File: src/rtl/mips32_multi.sv
// Multicycle MIPS32 subset core (add/sub/and/or/slt, lw, sw, beq, addi, j) with one shared
// req/ready memory port. Define MIPS32_PERF_EN to add cycle_cnt/instret_cnt counters.
module mips32_multi #(
  parameter logic [31:0] RESET_PC        = 32'h0000_0000,
  parameter bit          TRAP_ON_ILLEGAL = 1'b1
) (
  input  logic        clk,
  input  logic        reset,
  output logic [31:0] pc,
  output logic        mem_req,
  output logic        mem_write,
  output logic [31:0] mem_addr,
  output logic [31:0] mem_wdata,
  input  logic [31:0] mem_rdata,
  input  logic        mem_ready,
  output logic        trap
`ifdef MIPS32_PERF_EN
  ,
  output logic [31:0] cycle_cnt,
  output logic [31:0] instret_cnt
`endif
);

  typedef enum logic [3:0] {
    StFetch, StDecode, StMemAdr, StMemRead, StMemWb, StMemWrite, StExecute,
    StAluWb, StAddiEx, StAddiWb, StBranch, StJump, StTrap
  } state_e;

  localparam logic [5:0] OpRtype = 6'h00;
  localparam logic [5:0] OpJ     = 6'h02;
  localparam logic [5:0] OpBeq   = 6'h04;
  localparam logic [5:0] OpAddi  = 6'h08;
  localparam logic [5:0] OpLw    = 6'h23;
  localparam logic [5:0] OpSw    = 6'h2B;

  localparam logic [5:0] FnAdd = 6'h20;
  localparam logic [5:0] FnSub = 6'h22;
  localparam logic [5:0] FnAnd = 6'h24;
  localparam logic [5:0] FnOr  = 6'h25;
  localparam logic [5:0] FnSlt = 6'h2A;

  state_e      r_state, w_state_next;
  logic [31:0] r_pc, r_ir, r_mdr, r_a, r_b, r_alu_out;
  logic [31:0] r_rf [32];

  logic [5:0]  w_op, w_funct;
  logic [4:0]  w_rs, w_rt, w_rd;
  logic [31:0] w_imm_sext, w_rs_val, w_rt_val, w_alu_res;
  logic        w_funct_ok, w_illegal;
  logic        w_rf_we;
  logic [4:0]  w_rf_waddr;
  logic [31:0] w_rf_wdata;

  assign w_op       = r_ir[31:26];
  assign w_rs       = r_ir[25:21];
  assign w_rt       = r_ir[20:16];
  assign w_rd       = r_ir[15:11];
  assign w_funct    = r_ir[5:0];
  assign w_imm_sext = {{16{r_ir[15]}}, r_ir[15:0]};

  assign w_rs_val = (w_rs == 5'd0) ? 32'd0 : r_rf[w_rs];
  assign w_rt_val = (w_rt == 5'd0) ? 32'd0 : r_rf[w_rt];

  assign w_funct_ok = (w_funct == FnAdd) || (w_funct == FnSub) || (w_funct == FnAnd) ||
                      (w_funct == FnOr)  || (w_funct == FnSlt);

  always_comb begin
    w_illegal = 1'b0;
    unique case (w_op)
      OpRtype:                          w_illegal = !w_funct_ok;
      OpJ, OpBeq, OpAddi, OpLw, OpSw:   w_illegal = 1'b0;
      default:                          w_illegal = 1'b1;
    endcase
  end

  always_comb begin
    w_alu_res = 32'd0;
    unique case (w_funct)
      FnAdd:   w_alu_res = r_a + r_b;
      FnSub:   w_alu_res = r_a - r_b;
      FnAnd:   w_alu_res = r_a & r_b;
      FnOr:    w_alu_res = r_a | r_b;
      FnSlt:   w_alu_res = {31'd0, $signed(r_a) < $signed(r_b)};
      default: w_alu_res = 32'd0;
    endcase
  end

  // Memory-side outputs depend only on state and holding registers, so they stay put during waits.
  assign mem_req   = reset && ((r_state == StFetch) || (r_state == StMemRead) ||
                               (r_state == StMemWrite));
  assign mem_write = reset && (r_state == StMemWrite);
  assign mem_addr  = (r_state == StFetch) ? {r_pc[31:2], 2'b00} : {r_alu_out[31:2], 2'b00};
  assign mem_wdata = r_b;
  assign pc        = r_pc;
  assign trap      = (r_state == StTrap);

  always_comb begin
    w_state_next = r_state;
    w_rf_we      = 1'b0;
    w_rf_waddr   = w_rt;
    w_rf_wdata   = r_alu_out;
    unique case (r_state)
      StFetch:    if (mem_ready) w_state_next = StDecode;
      StDecode: begin
        if (w_illegal) begin
          w_state_next = TRAP_ON_ILLEGAL ? StTrap : StFetch;
        end else begin
          unique case (w_op)
            OpLw, OpSw: w_state_next = StMemAdr;
            OpRtype:    w_state_next = StExecute;
            OpBeq:      w_state_next = StBranch;
            OpAddi:     w_state_next = StAddiEx;
            default:    w_state_next = StJump;
          endcase
        end
      end
      StMemAdr:   w_state_next = (w_op == OpLw) ? StMemRead : StMemWrite;
      StMemRead:  if (mem_ready) w_state_next = StMemWb;
      StMemWb: begin
        w_rf_we      = 1'b1;
        w_rf_wdata   = r_mdr;
        w_state_next = StFetch;
      end
      StMemWrite: if (mem_ready) w_state_next = StFetch;
      StExecute:  w_state_next = StAluWb;
      StAluWb: begin
        w_rf_we      = 1'b1;
        w_rf_waddr   = w_rd;
        w_state_next = StFetch;
      end
      StAddiEx:   w_state_next = StAddiWb;
      StAddiWb: begin
        w_rf_we      = 1'b1;
        w_state_next = StFetch;
      end
      StBranch:   w_state_next = StFetch;
      StJump:     w_state_next = StFetch;
      StTrap:     w_state_next = StTrap;
      default:    w_state_next = StFetch;
    endcase
  end

  always_ff @(posedge clk) begin
    if (!reset) begin
      r_state   <= StFetch;
      r_pc      <= RESET_PC;
      r_ir      <= 32'd0;
      r_mdr     <= 32'd0;
      r_a       <= 32'd0;
      r_b       <= 32'd0;
      r_alu_out <= 32'd0;
    end else begin
      r_state <= w_state_next;
      unique case (r_state)
        StFetch: begin
          if (mem_ready) begin
            r_ir <= mem_rdata;
            r_pc <= r_pc + 32'd4;
          end
        end
        StDecode: begin
          r_a       <= w_rs_val;
          r_b       <= w_rt_val;
          r_alu_out <= r_pc + {w_imm_sext[29:0], 2'b00};
        end
        StMemAdr, StAddiEx: r_alu_out <= r_a + w_imm_sext;
        StMemRead: if (mem_ready) r_mdr <= mem_rdata;
        StExecute: r_alu_out <= w_alu_res;
        StBranch:  if (r_a == r_b) r_pc <= r_alu_out;
        StJump:    r_pc <= {r_pc[31:28], r_ir[25:0], 2'b00};
        default: ;
      endcase
    end
  end

  // Register file has no reset; $0 is never written and reads back as zero.
  always_ff @(posedge clk) begin
    if (reset && w_rf_we && (w_rf_waddr != 5'd0)) begin
      r_rf[w_rf_waddr] <= w_rf_wdata;
    end
  end

`ifdef MIPS32_PERF_EN
  logic [31:0] r_cycle_cnt, r_instret_cnt;
  logic        w_retire;

  always_comb begin
    w_retire = 1'b0;
    unique case (r_state)
      StMemWb, StAluWb, StAddiWb, StBranch, StJump: w_retire = 1'b1;
      StMemWrite: w_retire = mem_ready;
      StDecode:   w_retire = w_illegal && !TRAP_ON_ILLEGAL;
      default:    w_retire = 1'b0;
    endcase
  end

  always_ff @(posedge clk) begin
    if (!reset) begin
      r_cycle_cnt   <= 32'd0;
      r_instret_cnt <= 32'd0;
    end else begin
      if (r_state != StTrap) r_cycle_cnt <= r_cycle_cnt + 32'd1;
      if (w_retire) r_instret_cnt <= r_instret_cnt + 32'd1;
    end
  end

  assign cycle_cnt   = r_cycle_cnt;
  assign instret_cnt = r_instret_cnt;
`endif

endmodule

File: config.mk
export PLATFORM = sky130hd
export DESIGN_NAME = mips32_multi
export DESIGN_NICKNAME = d
export VERILOG_FILES = /design/src/rtl/mips32_multi.sv
export SDC_FILE = /design/constraint.sdc
export NUM_CORES = 2
export LEC_CHECK = 0
export BUFFER_PORTS_ARGS = -buffer_cell sky130_fd_sc_hd__buf_2
export CAP_MARGIN = 25
export CORE_UTILIZATION = 50
export DETAILED_ROUTE_END_ITERATION = 7
export PLACE_DENSITY_LB_ADDON = 0.2
export SETUP_SLACK_MARGIN = 0.1
export SYNTH_ARGS = -nofsm -noshare
export SYNTH_HDL_FRONTEND = slang
export SYNTH_SLANG_ARGS = --single-unit
export TNS_END_PERCENT = 50
File: constraint.sdc
create_clock -name clk -period 8.32 [get_ports clk]
set_clock_uncertainty 0.15 [all_clocks]
set_input_delay 0.832 -clock clk [delete_from_list [all_inputs] [get_ports clk]]
set_output_delay 0.832 -clock clk [all_outputs]
set_load 0.01 [all_outputs]
# Word level (Yosys, flattened, before mapping)
# Memories as Yosys holds them, arrays and structs flattened. A register that Yosys moved wholly into a read port is not among the register bits.
# Cells that the tools add are included.
# op_classes
add_sub_neg,5
n_lt_le_gt_ge,1
eq_ne,27
n_mux,25
bitwise,3
n_reduce_logical,28
# ops
operator,count
$mux 32,6
$pmux 32 s3,2
$pmux 32 s5,1
$add 32x32->32,3
$eq 6x6->1 const B,7
$add 32x3->32 const B,1
$and 32x32->32,1
$eq 32x32->1,1
$lt 32x32->1,1
$or 32x32->32,1
$pmux 4 s8,1
$sub 32x32->32,1
$mux 5,5
$eq 4x4->1 const B,5
$eq 4x3->1 const B,4
$mux 4,4
$pmux 4 s4,1
$logic_not 5->1,2
$eq 4x2->1 const B,2
$ne 2x2->1 const B,4
$eq 6x2->1 const B,1
$eq 6x3->1 const B,1
$eq 6x4->1 const B,1
$logic_not 6->1,1
other kinds (18),32
# totals
reg_bits,196
ram_bits,1024
input_bits,35
output_inout_bits,99
word_cells,98
n_memories,1
# memory_table
name,words,width,rd,rd_clocked_by_memory_dff,wr,line,rtl
r_rf,32,32,2,2,1,44,logic [31:0] r_rf [32];

# Longest topological paths before layout
# logic_depth
depth_word,9
ltp_mapped,14
ltp_nobuf,13

# Worst setup path before layout
# Ideal clock, no wire load.
# synth_path
path_kind,reg-to-reg
from,reg r_state[1]
to,"mem r_rf[17][0], enable pin"
setup_time_ns,0.421
t_arrival_ns,3.142
t_required_ns,7.749
path_slack_ns,4.607
stages_incl_launch_ff,8
path_buffers,1
period_less_slack_ns,3.713
path_cell_list,dfxtp_1 clkbuf_1 nand3_1 a21oi_1 o21ai_0 nor2_1 nand2_1 nor2_1
# synth_between
elab_chain_cells,7
elab_cells_between_ends,11
# synth_rtl
item,line,rtl
from (decl),42,"state_e r_state, w_state_next;"
from (signal assigned),145,r_state <= StFetch;
from (signal assigned),153,r_state <= w_state_next;
$eq 4x3->1 / $eq 4x4->1 (equally long branches),102,unique case (r_state)
$reduce_or 3->1 (no source line),n/a,
$mux 1,102,
$logic_and 1x1->1 (2 in a row),178,if (reset && w_rf_we && (w_rf_waddr != 5'd0)) begin
$mux 1,178,
$mux 1 (implied by the code),179,r_rf[w_rf_waddr] <= w_rf_wdata;
to (decl),44,
# Parallel ways exist; a longest one is shown, timed or not.

# Worst setup path after layout
# layout_path
from,"reg r_b[14], in the netlist mem_wdata[14]"
to,"reg r_pc[25], in the netlist pc[25]"
# layout_between
elab_chain_cells,3
# layout_rtl
item,line,rtl
from (decl),43,"logic [31:0] r_pc, r_ir, r_mdr, r_a, r_b, r_alu_out;"
from (signal assigned),163,r_b <= w_rt_val;
$eq 32x32->1,169,StBranch: if (r_a == r_b) r_pc <= r_alu_out;
$ne 2x2->1 (no source line),n/a,
$reduce_and 3->1 (no source line),n/a,
to (signal assigned),158,r_pc <= r_pc + 32'd4;
to (signal assigned),169,
to (signal assigned),170,"StJump: r_pc <= {r_pc[31:28], r_ir[25:0], 2'b00};"
to (decl),43,
# No other way between the ends.
# A chain may end at the register's enable or synchronous reset.

==> flow_summary.ini <==
[critical_path]
startpoint = mem_wdata[14]
worst-path-buf-inv = 1
path_cells = inv_1 > ha_1 > nor3_1 > nor4b_1 > nand4_1 > nor3_1 > o21ai_1 > nand2_1 > o21ai_0 > a22oi_1 > nor2_1
path_max_fanout = 23
crit_top_cell = nor3_1
r2r-end = pc[25]
r2r_slack_ns = 3.49
max_stage_delay_ns = 0.82
r2r_cells = 11
rr_startpoint = mem_wdata[14]
critPathLaunchType = flip-flop
endpoint_kind = flip-flop
arrival_ns = 5.33
crit_cells = 11
crit_type = flip-flop to flip-flop
endpoint = pc[25]
required_ns = 8.81
crit_path_top_delay_cell = nor3_1
cpLargestDelayFamily = simple AND/OR/NAND/NOR gates

[timing]
finalSetupTns_ns = 0
setup_viol = 0
fmax_mhz = 206.9
grt_setup_unrepaired = no
slew_viol_final = 0
worst_pin_slew_ns = 1.057
finalCriticalPeriod_ns = 4.833
relSlewSlack = 0.2935
min_period_over_period = 0.5808
final_hold_viol_count = 0

[final_layout]
nets = 4603
stdcell_count = 6155
area_growth_pct = 11.30
final_common_cell = edfxtp_1
final_cell_mix = edfxtp_1, mux4_2, nor2_1, a21oi_1, nand2_1
drive_above_1_share = 0.2683

[route]
wire_per_inst_um = 33.01
drt-initial-drc-count = 5607
avgViaCountPerCell = 6.764
antenna_left = 0
vias = 41630
drtPass1Iterations = 6
drt-total-wl_um = 203200
route.detailed.drc = 0

[synth]
synth_area_sq_um = 63860
synth_top_area_cell = edfxtp_1
synth_area_leaders = edfxtp_1, mux4_2, dfxtp_1
ys_seq_area_frac = 0.5461
syn-instance-count = 4294
synthArstFlopShare = 0
synth_cell_types = 85
synth_seq_cells = 1230
synth_flop_cell = edfxtp_1
ys_warn_count = 0
synth_area_per_cell_sq_um = 14.87
synth_top_area_frac = 0.4815
synth_edf_count = 1024

[die]
start_util = 0.5059
fp.dieH_um = 359.4
dieArea_sq_um = 129200
fp-row-count = 130
ioPinCount = 134
core-area_sq_um = 126200
die_w_um = 359.4

[hold_path]
worstHoldStart = mem_rdata[8]
hold_class = primary input to flip-flop

[global_routing]
grt_usage = 0.3149
grt_overflow = 0
grt_first_pass_wirelength_um = 291400
grt_max_degree = 103
antenna_found_initial = 8
grt_pass1_vias = 40810

[clock_network]
ctsResizeCount = 0
cts_setup_buffers = 0
clock_latency_ns = 0.79
cts_tree = yes
cts_buffers = 134
cts_max_level = 4
cts_buffer_depth = 3
cts-root-buf = clkbuf_16
holdBufCountCts = 0
path_clk_slew_ns = 0.06
clkSinkCount = 1230

[power]
powerDensity_nw_per_um2 = 290.4
irDropWorstVdd_mv = 0.1946
leakage_uw = 0.02319

[run_status]
outcome = complete, no violations

[placement]
port_buffers = 131
dp_cells = 5911
hpwl_um = 132000
place_congestion = 0.9855

[run]
maxCapViolCount = 0
[registers in the layout (all words and copies together) (netlist names), named ones only]
signal,count
mem_wdata,32
r_alu_out,32
r_mdr,32
r_ir,32
r_a,32
r_rf,1024
pc,32
r_state,4
[worst min path at each step]
| stage | end | slack (ns) | cells after the start |
|---|---|---|---|
| after floorplan | r_mdr[0] | 0.28 | 2 |
| after global placement | r_mdr[0] | 0.29 | 2 |
| after detailed placement | r_mdr[1] | 0.30 | 2 |
| after CTS | r_ir[3] | 0.13 | 3 |
| after global routing | r_ir[27] | 0.15 | 3 |
| final | r_ir[8] | 0.16 | 3 |
[synthesized netlist by cell type, types with 15 or more instances]
cell      instances
a211oi_1         37
a21o_1           50
a21oi_1         288
a31oi_1          34
and2_1           15
buf_1            74
clkbuf_1        204
dfxtp_1         206
edfxtp_1       1024
ha_1            166
inv_1           124
mux2_2           65
mux2i_1          98
mux4_2          640
nand2_1         259
nand3_1          48
nor2_1          337
nor2b_1          19
nor3_1           41
o211ai_1         21
o21a_1           17
o21ai_0         163
o21bai_1         16
o22ai_1          20
o31ai_1          16
xnor2_1          56
xor2_1           16
[layout make-up]
type / count / area, sq um
clock inverters: 63 / 648.1
multi-input cells: 2677 / 27810
flip-flops and latches: 1230 / 34920
diodes: 3 / 7.507
fillers: 9984 / 55140
inverters: 127 / 481.7
repair buffers: 228 / 1519
well taps: 1650 / 2064
clock buffers: 177 / 3630
[cells by family after synthesis]
kind of cell | share of synthesized area
other | 0.00005872
adders and majority gates | 0.03378
muxes | 0.2525
xor gates and xnor gates | 0.009875
and+or+nand+nor | 0.05543
AOI/OAI and AO/OA | 0.07716
DFF | 0.5461
buffers and inverters | 0.02510
[worst reg2reg max path, delay by kind of cell (launching register included)]
kind            cells  cell delay [ns]
simple gates        6             2.84
compound gates      3             0.80
fa+ha+maj           1             0.43
flops               1             0.40
buf+inv             1             0.09
[power breakdown]
group	leakage, uW	switching, uW	internal [uW]
clock network	0.00206	2540	3320
registers	0.0111	588	7610
logic	0.0100	4140	2440
total	0.0232	7270	13400
[stage by stage]
step                      utilization  power [uW]  worst slack, ns  instance area [sq um]  hold WS [ns]
final                          0.5631       20640            3.487                  71080        0.1601
after global routing           0.5631       21290            3.177                  71070        0.1533
after CTS                      0.5630       20570            3.549                  71060        0.1255
after detailed placement       0.5291       14760            3.531                  66780        0.2968
after global placement         0.5286       14710            3.633                  66720        0.2917
after floorplan                     -       12190            4.607                  63990        0.2829
[routing by layer]
layer  wire length [um]  vias up  track usage  share of wire
li1                   -    17400            -              -
met1              77430    21420       0.4261           0.38
met2              94840     2337       0.4895           0.47
met3              19830      463      0.06244          0.098
met4              11040        8       0.1551          0.054
met5                 52        -            0        0.00026
Power figures use the tool's default switching activity.
